$ cat src/rtl/fpu_sched_pkg.sv
`default_nettype none
// +----------------------------------------------------------------------------+
// | Module : fpu_sched_pkg                                                      |
// | Brief  : Op encodings and bfloat16 constants shared by the FPU scheduler.   |
// | Rev    : 1.0                                                                |
// +----------------------------------------------------------------------------+
package fpu_sched_pkg;

  localparam int NUM_REQ = 2;

  localparam logic OP_ADD = 1'b0;
  localparam logic OP_MUL = 1'b1;

  localparam logic [15:0] BF16_ONE   = 16'h3F80;
  localparam logic [15:0] BF16_TWO   = 16'h4000;
  localparam logic [15:0] BF16_THREE = 16'h4040;
  localparam logic [15:0] BF16_SIX   = 16'h40C0;

endpackage
`default_nettype wire

$ cat src/rtl/fpu_op_scheduler_rr_arb2.sv
`default_nettype none
// +----------------------------------------------------------------------------+
// | Module : rr_arb2                                                            |
// | Brief  : Two-way round-robin arbiter; pointer names the favoured requester. |
// | Rev    : 1.0                                                                |
// +----------------------------------------------------------------------------+
module rr_arb2 (
  input  logic       clk,
  input  logic       rst_n,
  input  logic [1:0] req,
  output logic [1:0] gnt
);

  logic r_ptr;
  logic [1:0] w_gnt;

  // A lone requester always wins; the pointer only breaks ties.
  always_comb begin
    w_gnt    = 2'b00;
    w_gnt[0] = req[0] & (~req[1] | ~r_ptr);
    w_gnt[1] = req[1] & (~req[0] |  r_ptr);
  end

  always_ff @(posedge clk) begin
    if (!rst_n) begin
      r_ptr <= 1'b0;
    end else if (w_gnt[0]) begin
      r_ptr <= 1'b1;
    end else if (w_gnt[1]) begin
      r_ptr <= 1'b0;
    end
  end

  assign gnt = w_gnt;

endmodule
`default_nettype wire

$ cat src/rtl/fpu_op_scheduler.sv
`default_nettype none
// +----------------------------------------------------------------------------+
// | Module : fpu_op_scheduler                                                   |
// | Brief  : Shares one add/mult FPU between two requesters, one-deep responses.|
// | Rev    : 1.0                                                                |
// +----------------------------------------------------------------------------+
module fpu_op_scheduler
  import fpu_sched_pkg::*;
#(
  parameter int   W        = 16,
  parameter int   TAG_W    = 4,
  parameter int   CNT_W    = 16,
  parameter logic FPU_INST = 1'b1
) (
  input  logic                       clk,
  input  logic                       rst_n,
  input  logic [NUM_REQ-1:0]         req_valid,
  output logic [NUM_REQ-1:0]         req_ready,
  input  logic [NUM_REQ-1:0]         req_op,
  input  logic [NUM_REQ*W-1:0]       req_a,
  input  logic [NUM_REQ*W-1:0]       req_b,
  input  logic [NUM_REQ*TAG_W-1:0]   req_tag,
  output logic [NUM_REQ-1:0]         rsp_valid,
  input  logic [NUM_REQ-1:0]         rsp_ready,
  output logic [NUM_REQ*W-1:0]       rsp_data,
  output logic [NUM_REQ*TAG_W-1:0]   rsp_tag,
  output logic [NUM_REQ-1:0]         rsp_op,
  output logic                       fpu_inst,
  output logic [W-1:0]               fpu_rs1,
  output logic [W-1:0]               fpu_rs2,
  output logic [W-1:0]               fpu_rs3,
  output logic [W-1:0]               fpu_rs4,
  input  logic [W-1:0]               fpu_rd1,
  input  logic [W-1:0]               fpu_rd2,
  input  logic                       cnt_clr,
  output logic [CNT_W-1:0]           add_cnt,
  output logic [CNT_W-1:0]           mul_cnt
);

  localparam logic [CNT_W-1:0] C_CNT_MAX = {CNT_W{1'b1}};
  localparam logic [CNT_W-1:0] C_CNT_ONE = {{(CNT_W-1){1'b0}}, 1'b1};

  logic [NUM_REQ-1:0] w_slot_free;
  logic [NUM_REQ-1:0] w_elig_add;
  logic [NUM_REQ-1:0] w_elig_mul;
  logic [NUM_REQ-1:0] w_gnt_add;
  logic [NUM_REQ-1:0] w_gnt_mul;
  logic [NUM_REQ-1:0] w_gnt;

  logic [NUM_REQ-1:0] r_rsp_valid;
  logic [W-1:0]       r_rsp_data [NUM_REQ];
  logic [TAG_W-1:0]   r_rsp_tag  [NUM_REQ];
  logic [NUM_REQ-1:0] r_rsp_op;
  logic [CNT_W-1:0]   r_add_cnt;
  logic [CNT_W-1:0]   r_mul_cnt;

  // A slot draining this cycle can be refilled on the same edge.
  assign w_slot_free = ~r_rsp_valid | rsp_ready;

  always_comb begin
    w_elig_add = '0;
    w_elig_mul = '0;
    for (int k = 0; k < NUM_REQ; k++) begin
      w_elig_add[k] = rst_n & req_valid[k] & w_slot_free[k] & (req_op[k] == OP_ADD);
      w_elig_mul[k] = rst_n & req_valid[k] & w_slot_free[k] & (req_op[k] == OP_MUL);
    end
  end

  rr_arb2 u_arb_add (
    .clk   (clk),
    .rst_n (rst_n),
    .req   (w_elig_add),
    .gnt   (w_gnt_add)
  );

  rr_arb2 u_arb_mul (
    .clk   (clk),
    .rst_n (rst_n),
    .req   (w_elig_mul),
    .gnt   (w_gnt_mul)
  );

  assign w_gnt     = w_gnt_add | w_gnt_mul;
  assign req_ready = w_gnt;
  assign fpu_inst  = FPU_INST;

  always_comb begin
    fpu_rs1 = '0;
    fpu_rs2 = '0;
    fpu_rs3 = '0;
    fpu_rs4 = '0;
    if (w_gnt_add[0]) begin
      fpu_rs1 = req_a[0 +: W];
      fpu_rs2 = req_b[0 +: W];
    end else if (w_gnt_add[1]) begin
      fpu_rs1 = req_a[W +: W];
      fpu_rs2 = req_b[W +: W];
    end
    if (w_gnt_mul[0]) begin
      fpu_rs3 = req_a[0 +: W];
      fpu_rs4 = req_b[0 +: W];
    end else if (w_gnt_mul[1]) begin
      fpu_rs3 = req_a[W +: W];
      fpu_rs4 = req_b[W +: W];
    end
  end

  always_ff @(posedge clk) begin
    if (!rst_n) begin
      r_rsp_valid <= '0;
      r_rsp_op    <= '0;
      for (int k = 0; k < NUM_REQ; k++) begin
        r_rsp_data[k] <= '0;
        r_rsp_tag[k]  <= '0;
      end
    end else begin
      for (int k = 0; k < NUM_REQ; k++) begin
        if (w_gnt[k]) begin
          r_rsp_data[k]  <= w_gnt_add[k] ? fpu_rd1 : fpu_rd2;
          r_rsp_tag[k]   <= req_tag[k*TAG_W +: TAG_W];
          r_rsp_op[k]    <= req_op[k];
          r_rsp_valid[k] <= 1'b1;
        end else if (rsp_ready[k] && r_rsp_valid[k]) begin
          r_rsp_valid[k] <= 1'b0;
        end
      end
    end
  end

  always_ff @(posedge clk) begin
    if (!rst_n || cnt_clr) begin
      r_add_cnt <= '0;
      r_mul_cnt <= '0;
    end else begin
      if ((|w_gnt_add) && (r_add_cnt != C_CNT_MAX)) r_add_cnt <= r_add_cnt + C_CNT_ONE;
      if ((|w_gnt_mul) && (r_mul_cnt != C_CNT_MAX)) r_mul_cnt <= r_mul_cnt + C_CNT_ONE;
    end
  end

  generate
    for (genvar k = 0; k < NUM_REQ; k++) begin : g_rsp
      assign rsp_data[k*W +: W]         = r_rsp_data[k];
      assign rsp_tag[k*TAG_W +: TAG_W]  = r_rsp_tag[k];
    end
  endgenerate

  assign rsp_valid = r_rsp_valid;
  assign rsp_op    = r_rsp_op;
  assign add_cnt   = r_add_cnt;
  assign mul_cnt   = r_mul_cnt;

endmodule
`default_nettype wire

$ cat config.mk
export PLATFORM = sky130hd
export DESIGN_NAME = fpu_op_scheduler
export DESIGN_NICKNAME = d
export VERILOG_FILES = /design/src/rtl/fpu_sched_pkg.sv /design/src/rtl/fpu_op_scheduler_rr_arb2.sv /design/src/rtl/fpu_op_scheduler.sv
export SDC_FILE = /design/constraint.sdc
export NUM_CORES = 1
export LEC_CHECK = 0
export BUFFER_PORTS_ARGS = -buffer_cell sky130_fd_sc_hd__buf_2
export CORE_MARGIN = 5
export CORE_UTILIZATION = 45
export CTS_CLUSTER_DIAMETER = 150
export DETAILED_ROUTE_END_ITERATION = 10
export PLACE_DENSITY = 0.83
export SYNTH_ARGS = -nofsm -noshare
export SYNTH_HDL_FRONTEND = slang
export SYNTH_SLANG_ARGS = --single-unit
$ cat constraint.sdc
create_clock -name clk -period 4.2 [get_ports clk]
set_clock_uncertainty 0.05 [all_clocks]
set_input_delay 0.21 -clock clk [delete_from_list [all_inputs] [get_ports clk]]
set_output_delay 0.21 -clock clk [all_outputs]
set_load 0.05 [all_outputs]
==> reports/results.ini, run 1 <==
[run_status]
status=finished, final reports clean

[worst_hold_path]
hold_path.class=in2reg
hold_depth=2
holdPathEnd=r_rsp_tag[0][1]
hp-start=req_tag[1]

[cts]
htree_num_levels=3
ctsHoldBuffers=0
cts_root_buf=clkbuf_8
cts_buffers=9
clock_latency_ns=0.34
tritoncts=built
clock_sinks=78
clk_pin_slew_ns=0.07
cts-resized-gates=0
cts_setup_buffers=0
clock_tree.buffer_depth=2

[pwr]
powerDensity_nw_per_um2=347
p_clk_share_pct=29.7
p_seq_share_pct=42.6
vdd_ir_drop_max_mv=0.188
p_comb_share_pct=27.7
power_switching_mw=0.715
power.total_mw=2.04
p_int_mw=1.33
p_leak_nw=2.84
switching_share_pct=35.0

[global_route]
grt_pass1_vias=4599
gr-usage-met3_pct=6.54
grt_util_met2_pct=40.9
use_met1_pct=30.8
grt_max_degree=49
antenna_found_initial=0
grt_overflow_total=0
busiest_layer=met2
grtUsageTotal_pct=24.0
grt_pass1_wl_um=22800

[critical_path]
worst-setup-path-type=reg2out
critPathLaunchType=flip-flop
end_kind=output pin
crit-reg2reg-launch=rsp_valid[1]
cp_max_fo=33
r2r_slack_ns=1.19
r2r_end=r_rsp_data[0][22]
reg2reg_depth=6
arrival_ns=3.11
critPathRequiredTime_ns=3.94

[place]
place.gp.congestion=0.871
dp_hpwl_um=11500
port_buffers=254

[cells_and_area]
layout-drive-gt1-share_pct=41.1
final_util_pct=63.3
diodes=0
fillers=798
fin_nets=821
areaGrowthSynthToFinish_pct=36.2
multi_input_area_sq_um=2190
seq_area_sq_um=1960

[detailed_routing]
vias=4752
post_drt_wl_per_cell_um=17.8
firstDrtPassIters=5
routed_wl_um=14900
via_per_inst=5.66
drt_iter0_drc=333
ant_nets=0
drc=0

[sta]
tns_ns=0
slew-limit-headroom_pct=21.1
finalCritPeriodShare_pct=80.2
finalSetupViolCount=0
worstMarginPinSlew_ns=1.18
period_needed_ns=3.37
hold_viol_final=0
whs_ns=0.113
rsz0062_at_grt=no
fmax_mhz=297
maxSlewViolCount=0

[floorplanning]
ios=256
initial_utilization_pct=46.4
core_area_sq_um=9280
die_w_um=108
rows=35
die_y_um=108
dieArea_sq_um=11600

[synthesis]
syn_avg_cell_area_sq_um=9.19
synth-seq-cells=78
synthCells=469
synth_area_sq_um=4310
ys_seq_area_share_pct=45.5
synth_flop_cell=edfxtp_1
async_flop_share_pct=0
synth_edf_count=40
synth_cell_types=49
syn_nets=584
yosys_warnings=0

[run]
maxCapViolations=0

[area by class of cell]
type | count | area share (%)
multi-input cells | 349 | 37.2
inverters | 7 | 0.447
well taps | 129 | 2.75
clock buffers | 10 | 2.17
clock inverters | 6 | 1.47
repair buffers | 261 | 22.5
flip-flops and latches | 78 | 33.4
[synthesized netlist by cell type (all sizes together) (5+ instances only)]
library cell / n / area [sq um]
nor3: 6 / 30.0
nand2: 84 / 315
a21oi: 50 / 250
buf: 17 / 91.3
edfxtp: 40 / 1200
inv: 7 / 26.3
o21ai: 7 / 38.8
and2: 5 / 31.3
dfxtp: 38 / 761
nand4: 10 / 62.6
nand3: 8 / 40.0
and3: 6 / 37.5
or3: 6 / 37.5
nor2: 25 / 93.8
a22o: 64 / 561
a31o: 5 / 43.8
clkbuf: 18 / 67.6
a31oi: 5 / 31.3
nor2b: 13 / 88.8
a211oi: 6 / 50.1
xnor2: 6 / 52.6
[through the flow]
stage          area, sq um  setup WS (ns)  cells
2_1_floorplan         4310           1.48    469
4_1_cts               5870          0.842    840
5_1_grt               5870          0.600    840
6_report              5870          0.831    840
3_3_place_gp          5660           1.34    824
3_5_place_dp          5660           1.17    824
[power by group through the flow]
stage / registers, mW / logic [mW] / clock network (mW)
finish: 0.868 / 0.565 / 0.606
global route: 0.872 / 0.595 / 0.656
CTS: 0.869 / 0.566 / 0.617
detailed placement: 0.886 / 0.566 / 0
global placement: 0.884 / 0.557 / 0
floorplan: 1.03 / 0.245 / 0
[critical path, cell delays in order (launching register included)]
cell,delay (ns)
dfxtp_1,0.32
nor2b_1,0.15
nor3_1,0.70
o21a_1,1.02
a22o_1,0.29
buf_2,0.28
[flip-flops by register name, indices dropped and copies added, names as in the netlist]
signal and count:
u_arb_mul.r_ptr 1, mul_cnt 16, r_rsp_tag 8, rsp_valid 2
u_arb_add.r_ptr 1, rsp_op 2, r_rsp_data 32, add_cnt 16
[routing by layer]
layer	share of wire [%]	up-vias	wire length, um
li1	-	2222	-
met2	49	256	7350
met3	9.4	19	1400
met4	1.1	0	169
met1	40	2255	5990
met5	0	-	0
[layout by cell type (no fill, tap or decap), types with 7 or more instances in the layout]
cell and count:
a21oi_1 48, nor2_1 24, inv_1 7, edfxtp_1 40, nand3_1 8, nor2b_1 12, a22o_1 64, clkbuf_8 9
buf_4 7, buf_2 254, dfxtp_1 38, nand2_1 84, nand4_1 10
[cell families (layout without fill, tap and decap cells)]
group           Yosys count  in the layout  synth area share, %
compound gates          158            158                 27.7
xor+xnor                  8              8                 1.63
fa+ha+maj                 2              2                0.580
buf+inv                  42            284                 4.29
flops                    78             78                 45.5
mux                       3              3                0.696
other cells               1              1               0.0870
simple gates            177            177                 19.5
[worst max-delay path by stage]
stage	start	end	slack, ns	cells past startpoint
after global placement	rst_n	fpu_rs1[5]	1.34	6
after floorplan	rsp_valid[0]	r_rsp_data[0][16]	1.48	6
after CTS	rsp_valid[1]	fpu_rs1[5]	0.84	5
after global routing	rsp_valid[1]	fpu_rs1[5]	0.60	5
after detailed placement	rst_n	fpu_rs1[5]	1.17	6
final	rsp_valid[1]	fpu_rs1[5]	0.83	5
Note: power is estimated with default switching activity, not from simulation.
==> inputs of run 2 (changes only) <==
--- a/config.mk
+++ b/config.mk
@@ -5,12 +5,13 @@
 export SDC_FILE = /design/constraint.sdc
 export NUM_CORES = 1
 export LEC_CHECK = 0
+export ABC_AREA = 1
 export BUFFER_PORTS_ARGS = -buffer_cell sky130_fd_sc_hd__buf_2
 export CORE_MARGIN = 5
 export CORE_UTILIZATION = 45
 export CTS_CLUSTER_DIAMETER = 150
 export DETAILED_ROUTE_END_ITERATION = 10
-export PLACE_DENSITY = 0.83
+export PLACE_DENSITY = 0.81
 export SYNTH_ARGS = -nofsm -noshare
 export SYNTH_HDL_FRONTEND = slang
 export SYNTH_SLANG_ARGS = --single-unit
==> constraint.sdc (replaced) <==
create_clock -name clk -period 3.44 [get_ports clk]
set_clock_uncertainty 0.05 [all_clocks]
set_input_delay 0.172 -clock clk [delete_from_list [all_inputs] [get_ports clk]]
set_output_delay 0.172 -clock clk [all_outputs]
set_load 0.05 [all_outputs]
==> reports/results.ini, run 2 <==
[pwr]
switching_share_pct=38.7
p_int_mw=1.48
vdd_ir_drop_max_mv=0.213
p_seq_share_pct=44.0
p_clk_share_pct=25.9
power.total_mw=2.41
p_comb_share_pct=30.1
powerDensity_nw_per_um2=390
power_switching_mw=0.932
p_leak_nw=3.23

[cells_and_area]
areaGrowthSynthToFinish_pct=32.3
final_common_cell=buf_2
largest_register_ffs=32
layout_common_cells=254 x buf_2, 160 x nand2_1, 117 x inv_1
fin_nets=1015
layout-drive-gt1-share_pct=32.7
largest_register=r_rsp_data
final_util_pct=60.5

[cts]
htree_num_levels=3
cts-resized-gates=0
clock_sinks=78
clock_tree.buffer_depth=2
clock_latency_ns=0.36
cts_setup_buffers=0
cts_root_buf=clkbuf_8
clk_pin_slew_ns=0.09
ctsHoldBuffers=0
cts_buffers=9
tritoncts=built

[synthesis]
syn_nets=772
yosysTopAreaCell=edfxtp_1
synthCells=657
synth_edf_count=40
syn_avg_cell_area_sq_um=7.11
yosys_warnings=0
synthTopCellsByArea=edfxtp_1 26%, dfxtp_1 16%, nand2_1 13%
synth_cell_types=31
synth_area_sq_um=4670
synth_flop_cell=edfxtp_1
async_flop_share_pct=0
ys_seq_area_share_pct=42.0
yosysMostFrequentCell=nand2_1
synthTopCellsByCount=160 x nand2_1, 117 x inv_1, 64 x o22ai_1
synth-seq-cells=78
synth_top_area_share_pct=25.7

[sta]
fin_ws_ns=0.471
hold_viol_final=0
period_needed_ns=2.97
finalSetupViolCount=0
finalCritPeriodShare_pct=86.3
worstMarginPinSlew_ns=0.888
rsz0062_at_grt=no
tns_ns=0
slew-limit-headroom_pct=40.7
maxSlewViolCount=0
fmax_mhz=337

[detailed_routing]
post_drt_wl_per_cell_um=14.3
via_per_inst=5.03
ant_nets=0
firstDrtPassIters=6
drc=0
vias=5241
routed_wl_um=14900
drt_iter0_drc=296

[floorplanning]
core_area_sq_um=10200
rows=37
die_w_um=112
die_y_um=112
ios=256
initial_utilization_pct=45.7
dieArea_sq_um=12500

[global_route]
grt_pass1_vias=5033
grt_pass1_wl_um=24000
grtUsageTotal_pct=23.3
antenna_found_initial=1
grt_max_degree=54
grt_overflow_total=0

[critical_path]
cpMaxStageDelayCell=nor2_4
cp_max_fo=40
crit-reg2reg-launch=rsp_valid[0]
r2r_end=r_rsp_data[0][8]
reg2reg_depth=6
path_delay_family=simple AND/OR/NAND/NOR gates
critPathRequiredTime_ns=3.45
r2r_slack_ns=0.47
crit_chain=nand2_1 -> nand4_2 -> nand2_2 -> nand2_2 -> nor2_4 -> a21oi_1
critPathMaxStageDelay_ns=0.72
end_kind=flip-flop
arrival_ns=2.98
worst-setup-path-type=reg2reg
path_common_cell=nand2_2
critPathBufInv=0
cp.depth=6
critPathLaunchType=flip-flop

[worst_hold_path]
holdPathEnd=rsp_valid[1]
hold_path.class=in2reg
hp-start=rst_n
hold_depth=3

[run]
maxCapViolations=0

[place]
dp_slack_ns=0.450
dp_hpwl_um=11300
place.gp.congestion=0.900
port_buffers=254

[run_status]
status=finished, final reports clean

[run 2: worst min-delay path, cell delays in order]
cell and delay, ns:
buf_2 0.14, nand2_1 0.07, inv_1 0.03
[run 2: kinds of logic (layout without fill, tap and decap cells)]
family / after synthesis / after routing / share of synthesized area [%]
XOR/XNOR: 12 / 12 / 2.25
buffers and inverters: 150 / 398 / 13.0
AND/OR/NAND/NOR: 286 / 286 / 26.2
AO/OA/AOI/OAI: 128 / 128 / 15.9
flip-flops: 78 / 78 / 42.0
adder cells (fa/ha/maj): 2 / 2 / 0.535
other: 1 / 2 / 0.0802
[run 2: power by group through the flow]
stage | combinational [mW] | clock (mW) | sequential (mW)
floorplan | 0.330 | 0 | 1.28
global placement | 0.721 | 0 | 1.08
detailed placement | 0.726 | 0 | 1.08
CTS | 0.727 | 0.633 | 1.06
global route | 0.770 | 0.681 | 1.07
finish | 0.725 | 0.623 | 1.06
[run 2: worst max-delay path by stage]
| stage | from | to |
|---|---|---|
| 6_report | rsp_valid[0] | r_rsp_data[0][8] |
| 5_1_grt | rsp_valid[0] | r_rsp_data[0][8] |
| 4_1_cts | rsp_valid[0] | r_rsp_data[0][8] |
| 3_5_place_dp | rsp_ready[0] | r_rsp_data[0][8] |
| 3_3_place_gp | rst_n | r_rsp_data[0][23] |
| 2_1_floorplan | rsp_valid[1] | r_rsp_data[0][16] |
[run 2: stage by stage]
stage / area, sq um / hold WS (ns) / std cells
after floorplan: 4670 / 0.220 / 657
after global placement: 6010 / 0.396 / 1025
after detailed placement: 6010 / 0.406 / 1025
after CTS: 6180 / 0.0182 / 1041
after global routing: 6180 / 0.0323 / 1042
final: 6180 / 0.0366 / 1042
[run 2: cell type report]
cell class / count / area (sq um)
Antenna cell: 1 / 2.50
Clock buffer: 10 / 128
Clock inverter: 6 / 46.3
Fill cell: 984 / 4050
Inverter: 122 / 458
Multi-Input combinational cell: 429 / 2100
Sequential cell: 78 / 1960
Tap cell: 136 / 170
Timing Repair Buffer: 260 / 1320
[run 2: routing by layer]
| layer | part of all wire, % | vias up | global-route usage, % |
|---|---|---|---|
| met5 | 0 | - | 0 |
| met4 | 2.7 | 0 | 8.92 |
| met3 | 7.9 | 28 | 5.38 |
| met2 | 49 | 235 | 39.1 |
| met1 | 40 | 2351 | 29.2 |
| li1 | - | 2627 | - |
==> inputs of run 3 (changes only) <==
--- a/config.mk
+++ b/config.mk
@@ -7,6 +7,7 @@
 export LEC_CHECK = 0
 export ABC_AREA = 1
 export BUFFER_PORTS_ARGS = -buffer_cell sky130_fd_sc_hd__buf_2
+export CORE_ASPECT_RATIO = 1.2
 export CORE_MARGIN = 5
 export CORE_UTILIZATION = 45
 export CTS_CLUSTER_DIAMETER = 150
==> reports/results.ini, run 3 (same netlist as run 2, synthesis figures left out) <==
[run_status]
status=finished, final reports clean

[pwr]
vdd_ir_drop_max_mv=0.205
p_int_mw=1.82
p_comb_share_pct=26.2
p_leak_nw=3.30
switching_share_pct=33.9
powerDensity_nw_per_um2=437
power_switching_mw=0.935
p_seq_share_pct=38.7
p_clk_share_pct=35.1

[critical_path]
path_delay_family=simple AND/OR/NAND/NOR gates
critPathRequiredTime_ns=3.22
cp_max_fo=51
worst-setup-path-type=reg2out
end_kind=output pin
arrival_ns=2.39
critPathBufInv=2
critPathMaxStageDelay_ns=0.49
cpMaxStageDelayCell=buf_4
critPathLaunchType=flip-flop
crit_chain=nand2_1 -> nand4_2 -> nand2_2 -> buf_4 -> o22ai_1 -> buf_2

[cells_and_area]
final_common_cell=buf_2
largest_register=r_rsp_data
areaGrowthSynthToFinish_pct=34.8
layout-drive-gt1-share_pct=32.5
diodes=0
stdcell_area_sq_um=6300
final_util_pct=62.3
fin_nets=1015
largest_register_ffs=32
layout_common_cells=254 x buf_2, 160 x nand2_1, 117 x inv_1

[floorplanning]
core_area_sq_um=10100
ios=256
dieArea_sq_um=12500
rows=40
initial_utilization_pct=46.2
die_w_um=103
die_y_um=122

[detailed_routing]
ant_nets=0
firstDrtPassIters=5
via_per_inst=5.14
post_drt_wl_per_cell_um=14.6
vias=5296
routed_wl_um=15100
drt_iter0_drc=297
drc=0

[sta]
hold_viol_final=0
period_needed_ns=2.61
finalCritPeriodShare_pct=75.8
rsz0062_at_grt=no
maxSlewViolCount=0
slew-limit-headroom_pct=33.6
whs_ns=0.0826
finalSetupViolCount=0
fmax_mhz=384
worstMarginPinSlew_ns=0.994
tns_ns=0
fin_ws_ns=0.832

[cts]
htree_num_levels=3
cts_root_buf=clkbuf_16
cts_buffers=9
clock_tree.buffer_depth=2
clk_pin_slew_ns=0.06
cts_setup_buffers=0
ctsHoldBuffers=0
clock_sinks=78
tritoncts=built
clock_latency_ns=0.33
cts-resized-gates=0

[global_route]
grt_pass1_wl_um=23200
grt_overflow_total=0
grtUsageTotal_pct=23.2
grt_pass1_vias=4936
antenna_found_initial=1
grt_max_degree=52

[place]
dp_slack_ns=0.913
port_buffers=254
place.gp.congestion=0.928
place_area_sq_um=6000
dp_hpwl_um=11400

[run]
maxCapViolations=0

[worst_hold_path]
hold_path.class=in2reg

-- run 3: changes by cell type in the layout (fill, tap and decap cells not counted) --
cell,before,now
clkbuf_16,0,10
clkinv_4,2,1
diode_2,1,0
bufinv_16,0,1
clkbuf_8,9,0
inv_6,1,0
clkbuf_1,1,3
clkinvlp_4,2,0
-- run 3: final timing paths --
kind / start / endpoint / slack, ns / cells after the start
setup / recovery: rsp_valid[0] / fpu_rs2[7] / 0.83 / 6
hold / removal: rst_n / rsp_valid[0] / 0.08 / 3
setup reg to reg: rsp_valid[1] / r_rsp_data[0][5] / 0.97 / 6
hold reg to reg: rsp_op[0] / rsp_op[0] / 0.42 / 2
-- run 3: cell type report --
class | instances | area [sq um]
clock buffer | 13 | 262
clock inverter | 3 | 43.8
fill | 968 | 3810
inverter | 122 | 458
multi-input combinational | 429 | 2100
sequential | 78 | 1960
tap | 126 | 158
timing repair buffer | 260 | 1320
-- run 3: metrics by stage --
step / std cells / total power [mW]
4_1_cts: 1031 / 2.77
6_report: 1031 / 2.75
3_5_place_dp: 1015 / 1.81
3_3_place_gp: 1015 / 1.80
2_1_floorplan: 657 / 1.61
5_1_grt: 1031 / 2.86
-- run 3: power by group through the flow --
stage	logic, mW	registers [mW]	clock network, mW
CTS	0.724	1.07	0.981
global placement	0.714	1.08	0
detailed placement	0.722	1.09	0
floorplan	0.330	1.28	0
global route	0.765	1.07	1.03
finish	0.722	1.07	0.967
-- run 3: metal layers --
layer	track usage, %	wire length, um
met2	41.1	7680
met3	4.64	1280
met1	27.4	5760
met5	0	13
met4	8.10	349
-- run 3: worst register-to-register path, delay by kind of cell, from the launching register on --
kind / cells / cell delay (ns)
buf+inv: 1 / 0.10
flops: 1 / 0.30
simple gates: 5 / 1.48
